File: config.mk
export PLATFORM = sky130hd
export DESIGN_NAME = serial_add_sub
export DESIGN_NICKNAME = d
export VERILOG_FILES = /design/src/rtl/serial_add_sub_pkg.sv /design/src/rtl/serial_add_sub_full_adder.sv /design/src/rtl/serial_add_sub.sv
export SDC_FILE = /design/constraint.sdc
export NUM_CORES = 1
export LEC_CHECK = 0
export BUFFER_PORTS_ARGS = -buffer_cell sky130_fd_sc_hd__buf_4
export CAP_MARGIN = 20
export CELL_PAD_IN_SITES_DETAIL_PLACEMENT = 0
export CELL_PAD_IN_SITES_GLOBAL_PLACEMENT = 1
export CORE_ASPECT_RATIO = 1.2
export CORE_UTILIZATION = 43
export CTS_CLUSTER_DIAMETER = 200
export DETAILED_ROUTE_END_ITERATION = 8
export GPL_TIMING_DRIVEN = 0
export PLACE_DENSITY_LB_ADDON = 0.1
export SYNTH_ARGS = -nofsm -noshare
export SYNTH_HDL_FRONTEND = slang
export SYNTH_HIERARCHICAL = 1
export SYNTH_SLANG_ARGS = --single-unit
File: constraint.sdc
create_clock -name clk -period 8 [get_ports clk]
set_input_delay 0.8 -clock clk [delete_from_list [all_inputs] [get_ports clk]]
set_output_delay 0.8 -clock clk [all_outputs]
set_load 0.02 [all_outputs]
File: src/rtl/serial_add_sub_pkg.sv
// Shared definitions for the bit-serial adder/subtractor.
// State encodings and the default operand width.
package serial_add_sub_pkg;

  localparam int WIDTH_DEF = 64;

  typedef enum logic [1:0] {
    ST_IDLE = 2'd0,
    ST_RUN  = 2'd1,
    ST_DONE = 2'd2
  } state_t;

endpackage

File: src/rtl/serial_add_sub_full_adder.sv
// One-bit full adder built from two half adders and an OR gate.
// Used as the single arithmetic cell of the serial datapath.
module half_adder (
  input  logic a,
  input  logic b,
  output logic sum,
  output logic carry
);
  assign sum   = a ^ b;
  assign carry = a & b;
endmodule

module full_adder (
  input  logic a,
  input  logic b,
  input  logic c_in,
  output logic sum,
  output logic c_out
);
  logic w_s0;
  logic w_c0;
  logic w_c1;

  half_adder u_ha0 (
    .a     (a),
    .b     (b),
    .sum   (w_s0),
    .carry (w_c0)
  );

  half_adder u_ha1 (
    .a     (w_s0),
    .b     (c_in),
    .sum   (sum),
    .carry (w_c1)
  );

  assign c_out = w_c0 | w_c1;
endmodule

File: src/rtl/serial_add_sub.sv
// Bit-serial LEGv8 add/subtract, one bit per cycle, LSB first.
// Produces the result plus NZCV flags after WIDTH cycles.
module serial_add_sub
  import serial_add_sub_pkg::*;
#(
  parameter int WIDTH = WIDTH_DEF
) (
  input  logic             clk,
  input  logic             reset,
  input  logic             start,
  input  logic             sub,
  input  logic [WIDTH-1:0] a,
  input  logic [WIDTH-1:0] b,
  output logic             busy,
  output logic             done,
  output logic [WIDTH-1:0] result,
  output logic             flag_n,
  output logic             flag_z,
  output logic             flag_c,
  output logic             flag_v
);

  localparam int IW = $clog2(WIDTH);

  state_t           r_state;
  state_t           w_next;
  logic [WIDTH-1:0] r_a;
  logic [WIDTH-1:0] r_b;
  logic [WIDTH-1:0] r_result;
  logic [IW-1:0]    r_idx;
  logic             r_carry;
  logic             r_any;
  logic             r_flag_n;
  logic             r_flag_z;
  logic             r_flag_c;
  logic             r_flag_v;

  logic w_accept;
  logic w_run;
  logic w_last;
  logic w_sum;
  logic w_cout;

  assign w_run    = (r_state == ST_RUN);
  assign w_accept = start & (r_state != ST_RUN);
  assign w_last   = (r_idx == IW'(WIDTH - 1));

  full_adder u_fa (
    .a     (r_a[r_idx]),
    .b     (r_b[r_idx]),
    .c_in  (r_carry),
    .sum   (w_sum),
    .c_out (w_cout)
  );

  always_ff @(posedge clk) begin
    if (reset) r_state <= ST_IDLE;
    else       r_state <= w_next;
  end

  always_comb begin
    w_next = r_state;
    busy   = 1'b0;
    done   = 1'b0;
    unique case (r_state)
      ST_IDLE: begin
        if (start) w_next = ST_RUN;
      end
      ST_RUN: begin
        busy = 1'b1;
        if (w_last) w_next = ST_DONE;
      end
      ST_DONE: begin
        done   = 1'b1;
        w_next = start ? ST_RUN : ST_IDLE;
      end
      default: w_next = ST_IDLE;
    endcase
  end

  // Subtraction is a + ~b + 1: invert b on capture, seed carry with sub.
  always_ff @(posedge clk) begin
    if (reset) begin
      r_a      <= '0;
      r_b      <= '0;
      r_result <= '0;
      r_idx    <= '0;
      r_carry  <= 1'b0;
      r_any    <= 1'b0;
      r_flag_n <= 1'b0;
      r_flag_z <= 1'b0;
      r_flag_c <= 1'b0;
      r_flag_v <= 1'b0;
    end else if (w_accept) begin
      r_a      <= a;
      r_b      <= b ^ {WIDTH{sub}};
      r_carry  <= sub;
      r_idx    <= '0;
      r_result <= '0;
      r_any    <= 1'b0;
    end else if (w_run) begin
      r_result[r_idx] <= w_sum;
      r_carry         <= w_cout;
      r_any           <= r_any | w_sum;
      r_idx           <= w_last ? '0 : r_idx + IW'(1);
      if (w_last) begin
        r_flag_n <= w_sum;
        r_flag_z <= ~(r_any | w_sum);
        r_flag_c <= w_cout;
        r_flag_v <= r_carry ^ w_cout;
      end
    end
  end

  assign result = r_result;
  assign flag_n = r_flag_n;
  assign flag_z = r_flag_z;
  assign flag_c = r_flag_c;
  assign flag_v = r_flag_v;

endmodule

==> results of run 1 <==
state kept, by name, indices dropped and copies added, names as in the netlist:
register,flops
r_b,64
result,64
flag_v,1
r_carry,1
r_a,64
flag_c,1
flag_n,1
flag_z,1
r_state,2
r_idx,6
r_any,1
through the flow:
| stage | std cells | total power, mW | hold WS (ns) |
|---|---|---|---|
| after floorplan | 1091 | 1.32 | 0.432 |
| after global placement | 1560 | 1.45 | 0.440 |
| final | 1600 | 2.49 | 0.453 |
| after CTS | 1600 | 2.50 | 0.454 |
| after global routing | 1600 | 2.58 | 0.466 |
| after detailed placement | 1560 | 1.45 | 0.445 |
critical path, stage by stage (launching register included):
cell	delay, ns
dfxtp_1	0.41
buf_2	0.38
buf_2	0.44
mux2i_1	0.26
a21oi_1	0.12
a221oi_2	0.31
nand4_1	0.19
ha_1	0.32
ha_1	0.41
clkbuf_1	0.37
buf_1	0.46
nand3_1	0.13
a21oi_1	0.14
how the worst max path moves through the flow:
stage	end	slack, ns	cells past startpoint
final	result[59]	3.98	12
after global routing	result[38]	3.78	13
after CTS	result[62]	4.00	12
after detailed placement	result[62]	4.03	12
after global placement	result[62]	4.02	12
after floorplan	result[38]	5.07	12
cell usage after synthesis, types with 4 or more instances:
| cell | count | share of area [%] |
|---|---|---|
| nand3_1 | 68 | 3.7 |
| dfxtp_1 | 206 | 45 |
| nor2_1 | 81 | 3.3 |
| o221ai_1 | 4 | 0.38 |
| a221oi_1 | 19 | 1.8 |
| a21oi_1 | 143 | 7.8 |
| nor3_2 | 6 | 0.65 |
| mux4_2 | 10 | 2.4 |
| buf_4 | 4 | 0.33 |
| mux2_2 | 7 | 0.86 |
| a211oi_1 | 67 | 5.5 |
| buf_1 | 6 | 0.24 |
| mux2i_1 | 11 | 1.2 |
| clkbuf_1 | 57 | 2.3 |
| xnor2_1 | 68 | 6.5 |
| nand2_1 | 162 | 6.6 |
| buf_2 | 27 | 1.5 |
| o21ai_0 | 66 | 3.6 |
| nor2b_1 | 7 | 0.48 |
| inv_1 | 5 | 0.20 |
| nand4_1 | 4 | 0.27 |
| and2_0 | 4 | 0.27 |
| a22oi_1 | 6 | 0.49 |
| buf_6 | 4 | 0.49 |
| and3_1 | 7 | 0.48 |
| nand2b_1 | 5 | 0.34 |
logic make-up after synthesis:
group	count (synthesis)	synth area share, %
mux	30	4.91
compound gates	318	20.8
fa+ha+maj	3	0.408
simple gates	362	17.5
buf+inv	104	5.10
xor+xnor	68	6.47
flops	206	44.8
layer usage:
layer	share of wire, %	track usage [%]	vias up
met5	0	0	-
met2	49	47.4	334
met3	6.3	3.28	67
met1	41	34.0	4136
li1	-	-	4277
met4	3.0	10.1	0
layout make-up:
cell class	count	area (sq um)	share of cell area (%)
multi-input combinational	781	4610	39.1
buffer	98	447	3.79
tap	270	338	2.86
timing repair buffer	199	1490	12.7
clock buffer	32	669	5.68
inverter	6	22.5	0.191
sequential	206	4120	35.0
clock inverter	8	90.1	0.764
report_power, final:
| part | total (mW) | leakage [nW] | switching, mW | internal [mW] |
|---|---|---|---|---|
| clock | 1.06 | 0.382 | 0.418 | 0.644 |
| combinational | 0.325 | 2.43 | 0.190 | 0.135 |
| sequential | 1.11 | 1.69 | 0.0280 | 1.08 |
| total | 2.49 | 4.50 | 0.636 | 1.86 |
==> reports/qor.txt, run 1 <==
Design area - 11800 sq um
# resized after CTS - 0
Initial antenna violation count - 0
VDD IR max - 130 uV
WHS Endpoint - r_a[13]
Fin. Hold Viols - 0
Pins Over Slew Limit - 0
CTS tree - built
Final setup fails - 0
I/O pin count - 202
Final net count - 1449
CTS Root Cell - clkbuf_16
First drt pass iteration count - 5
Post-DP Area - 11000 sq um
Register area share after synthesis - 44.8%
Critical path required time - 8.44 ns
Fmax - 249 MHz
FF+latch count, synth - 206
CP endpoint kind - register
Remaining antenna violation count - 0
Hold Crit Class - register to register
CP startpoint kind - register
Grt ovf - 0
Commonest cells after routing, fill and taps aside - dfxtp_1, buf_4, nand2_1
Distinct cells, synth - 51
Outcome - finished, final reports clean
Die H - 162 um
Syn Inst Count - 1091
CTS Buf Count - 22
Row count - 58
Area growth syn-to-layout - 28.2%
Layout cell share with drive strength beyond 1 - 22.9%
Routed vias - 8814
Yosys warns - 6
Initial DRC count - 601
Fin util - 56.2%
Primary FF master, synth - dfxtp_1
H-tree Lvls - 1
# hold bufs at CTS - 0
Routed wire per std cell - 18.8 um
Synthesized area - 9200 sq um
Syn_area_per_cell - 8.43 sq um
Inserted Diodes - 0
Static Leak - 4.50 nW
Clock slew at reported path FFs - 0.06 ns
Place WS - 4.03 ns
Routability Congestion - 0.868
Post-route minimum period - 4.02 ns
Hold path depth - 2
RSZ-0062 raised after global routing - no
WL final - 30.1 mm
Worst R2R End - result[59]
Die X - 136 um
Reg2reg start - r_idx[2]
DRC viols - 0
Fill cells - 2076
Max_slew headroom - 48.0%
Crit path max fanout - 10
Final Skew - 0.0103 ns
Largest net degree at the start of global routing - 14
Maxcap violations - 0
CP Launch Point - r_idx[2]
Core area - 21000 sq um
Clock latency on the worst-skew pair - 0.51 ns
Reg2Reg Setup Slack - 3.98 ns
Vias in the first global route - 8398
Post-synth EDFFs - 0
Initial Util - 43.9%
Most common cell after layout, fill and taps aside - dfxtp_1
HPWL Detailed - 22.1 mm
Setup slack after layout - 3.98 ns
Pwr dens - 211 nW/um^2
Setup Buffers After CTS - 0
Tot GR Track Use - 27.2%
Buffers added on ports - 199
CP Class - register to register
Worst reg2reg path depth - 12
CP arrival - 4.45 ns
Drt via density - 5.51
Global-route wire length before repair - 45.8 mm
Final period util - 50.2%
Syn nets - 1226
Die area - 22000 sq um
Setup TNS - 0 ns
Slew @ Worst Pin - 0.775 ns
Clk sinks - 206
Maximum buffer depth of the clock tree - 3
Worst hold start - r_a[13]
Async set-reset flop share out of synthesis - 0%
No activity file was read; power rests on OpenSTA's default activity.
==> run 2: changes to the inputs <==
Settings changed: CORE_UTILIZATION 43 to 36.
Clock period 8 ns to 3.5 ns, I/O delays scaled along.
==> run 2 against run 1 <==
  * Critical path type unchanged
  * Critical path depth up 1
  * Highest routed layer unchanged
  * Clock power increased by 110%
  * Combinational power increased by 130%
  * Critical endpoint unchanged
  * Global-route usage down 3.0 points
  * Power up 120%
==> reports/qor.txt, run 2 (synthesis gave the netlist of run 1 again) <==
Outcome - finished, final reports clean
Hold Crit Class - input port to register
Routed wire per std cell - 19.3 um
Largest net degree at the start of global routing - 13
Inserted Diodes - 0
# hold bufs at CTS - 0
Initial Util - 36.9%
Final net count - 1450
Drt via density - 5.26
Routability Congestion - 0.863
Slew @ Worst Pin - 0.831 ns
I/O pin count - 202
Maximum buffer depth of the clock tree - 3
CP arrival - 3.78 ns
Clk sinks - 206
WL final - 31.9 mm
Pwr dens - 470 nW/um^2
Final Skew - 0.0102 ns
Vias in the first global route - 8431
Fmax - 298 MHz
Die area - 26200 sq um
Core area - 24900 sq um
Grt ovf - 0
Most common cell after layout, fill and taps aside - buf_4
Maxcap violations - 0
Area growth syn-to-layout - 28.6%
Final period util - 95.8%
DRC viols - 0
Post-route minimum period - 3.35 ns
CTS Root Cell - clkbuf_16
Die X - 148 um
First drt pass iteration count - 5
CP endpoint kind - register
Max_slew headroom - 44.3%
Clock latency on the worst-skew pair - 0.51 ns
Final setup fails - 0
Commonest cells after routing, fill and taps aside - buf_4, dfxtp_1, nand2_1
Fin util - 47.5%
Clock slew at reported path FFs - 0.06 ns
Post-DP Area - 11100 sq um
Tot Pwr - 5.56 mW
Design area - 11800 sq um
Global-route wire length before repair - 48.2 mm
H-tree Lvls - 1
Fin. Hold Viols - 0
RSZ-0062 raised after global routing - yes
HPWL Detailed - 23.6 mm
Critical path required time - 3.93 ns
Initial DRC count - 486
CTS tree - built
Setup Buffers After CTS - 0
CTS Buf Count - 23
CP Class - register to register
Setup TNS - 0 ns
Layout cell share with drive strength beyond 1 - 23.4%
Static Leak - 4.49 nW
Die H - 177 um
Tot GR Track Use - 24.2%
Remaining antenna violation count - 0
Initial antenna violation count - 0
Pins Over Slew Limit - 0
Buffers added on ports - 199
Row count - 63
Routed vias - 8675
Final Hold Slack - 0.0843 ns
VDD IR max - 274 uV
CP startpoint kind - register
Crit path max fanout - 10
run 2: changes by cell type in the layout (fill, tap and decap cells not counted), sizes merged:
cell,delta
clkbuf,+1
bufinv,-1
buf,-2
clkinv,-3
run 2: layout make-up:
cell class                      instances  area, sq um
Multi-Input combinational cell        781         4620
Tap cell                              325          407
Inverter                                6         22.5
Sequential cell                       206         4130
Fill cell                            2611        13100
Clock buffer                           31          636
Clock inverter                          4         45.0
Timing Repair Buffer                  199         1490
Buffer                                 98          484
run 2: metrics by stage:
step / setup slack (ns) / std cells
after global routing: -0.0316 / 1650
after CTS: 0.0171 / 1650
after floorplan: 0.567 / 1091
after detailed placement: -0.484 / 1615
after global placement: -0.498 / 1615
final: 0.147 / 1650
run 2: power by group:
group | switching [mW] | leakage, nW | internal (mW)
sequential | 0.0640 | 1.69 | 2.46
clock | 0.949 | 0.337 | 1.33
combinational | 0.439 | 2.46 | 0.323
total | 1.45 | 4.49 | 4.11
run 2: critical path: stages (launching register included):
cell and delay, ns:
dfxtp_2 0.40, buf_6 0.22, nor2_2 0.11, buf_6 0.20, a22oi_2 0.23, o221ai_2 0.14, a221oi_2 0.38, nand4_1 0.18
ha_1 0.33, ha_2 0.39, clkbuf_4 0.22, buf_4 0.20, nand3_1 0.08, a21oi_1 0.19
run 2: worst paths after layout:
check | from | to | slack (ns) | depth (start not counted)
max | r_idx[1] | result[59] | 0.15 | 13
min reg2reg | r_a[42] | r_a[42] | 0.45 | 2
min | a[19] | r_a[19] | 0.08 | 3
max reg2reg | r_idx[1] | result[59] | 0.15 | 13
run 2: what timing repair did:
action,4_1_cts,5_1_grt
gates resized for setup,12,16
pin swaps,0,0
hold endpoints to repair,0,0
setup endpoints to repair,67,59
run 2: layer usage:
metal  up-vias  share of wire, %  global-route usage, %
li1       4283                 -                      -
met1      4023                42                   30.0
met2       306                48                   42.1
met3        63               6.2                   3.81
met4         0               3.2                   8.68
met5         -                 0                      0
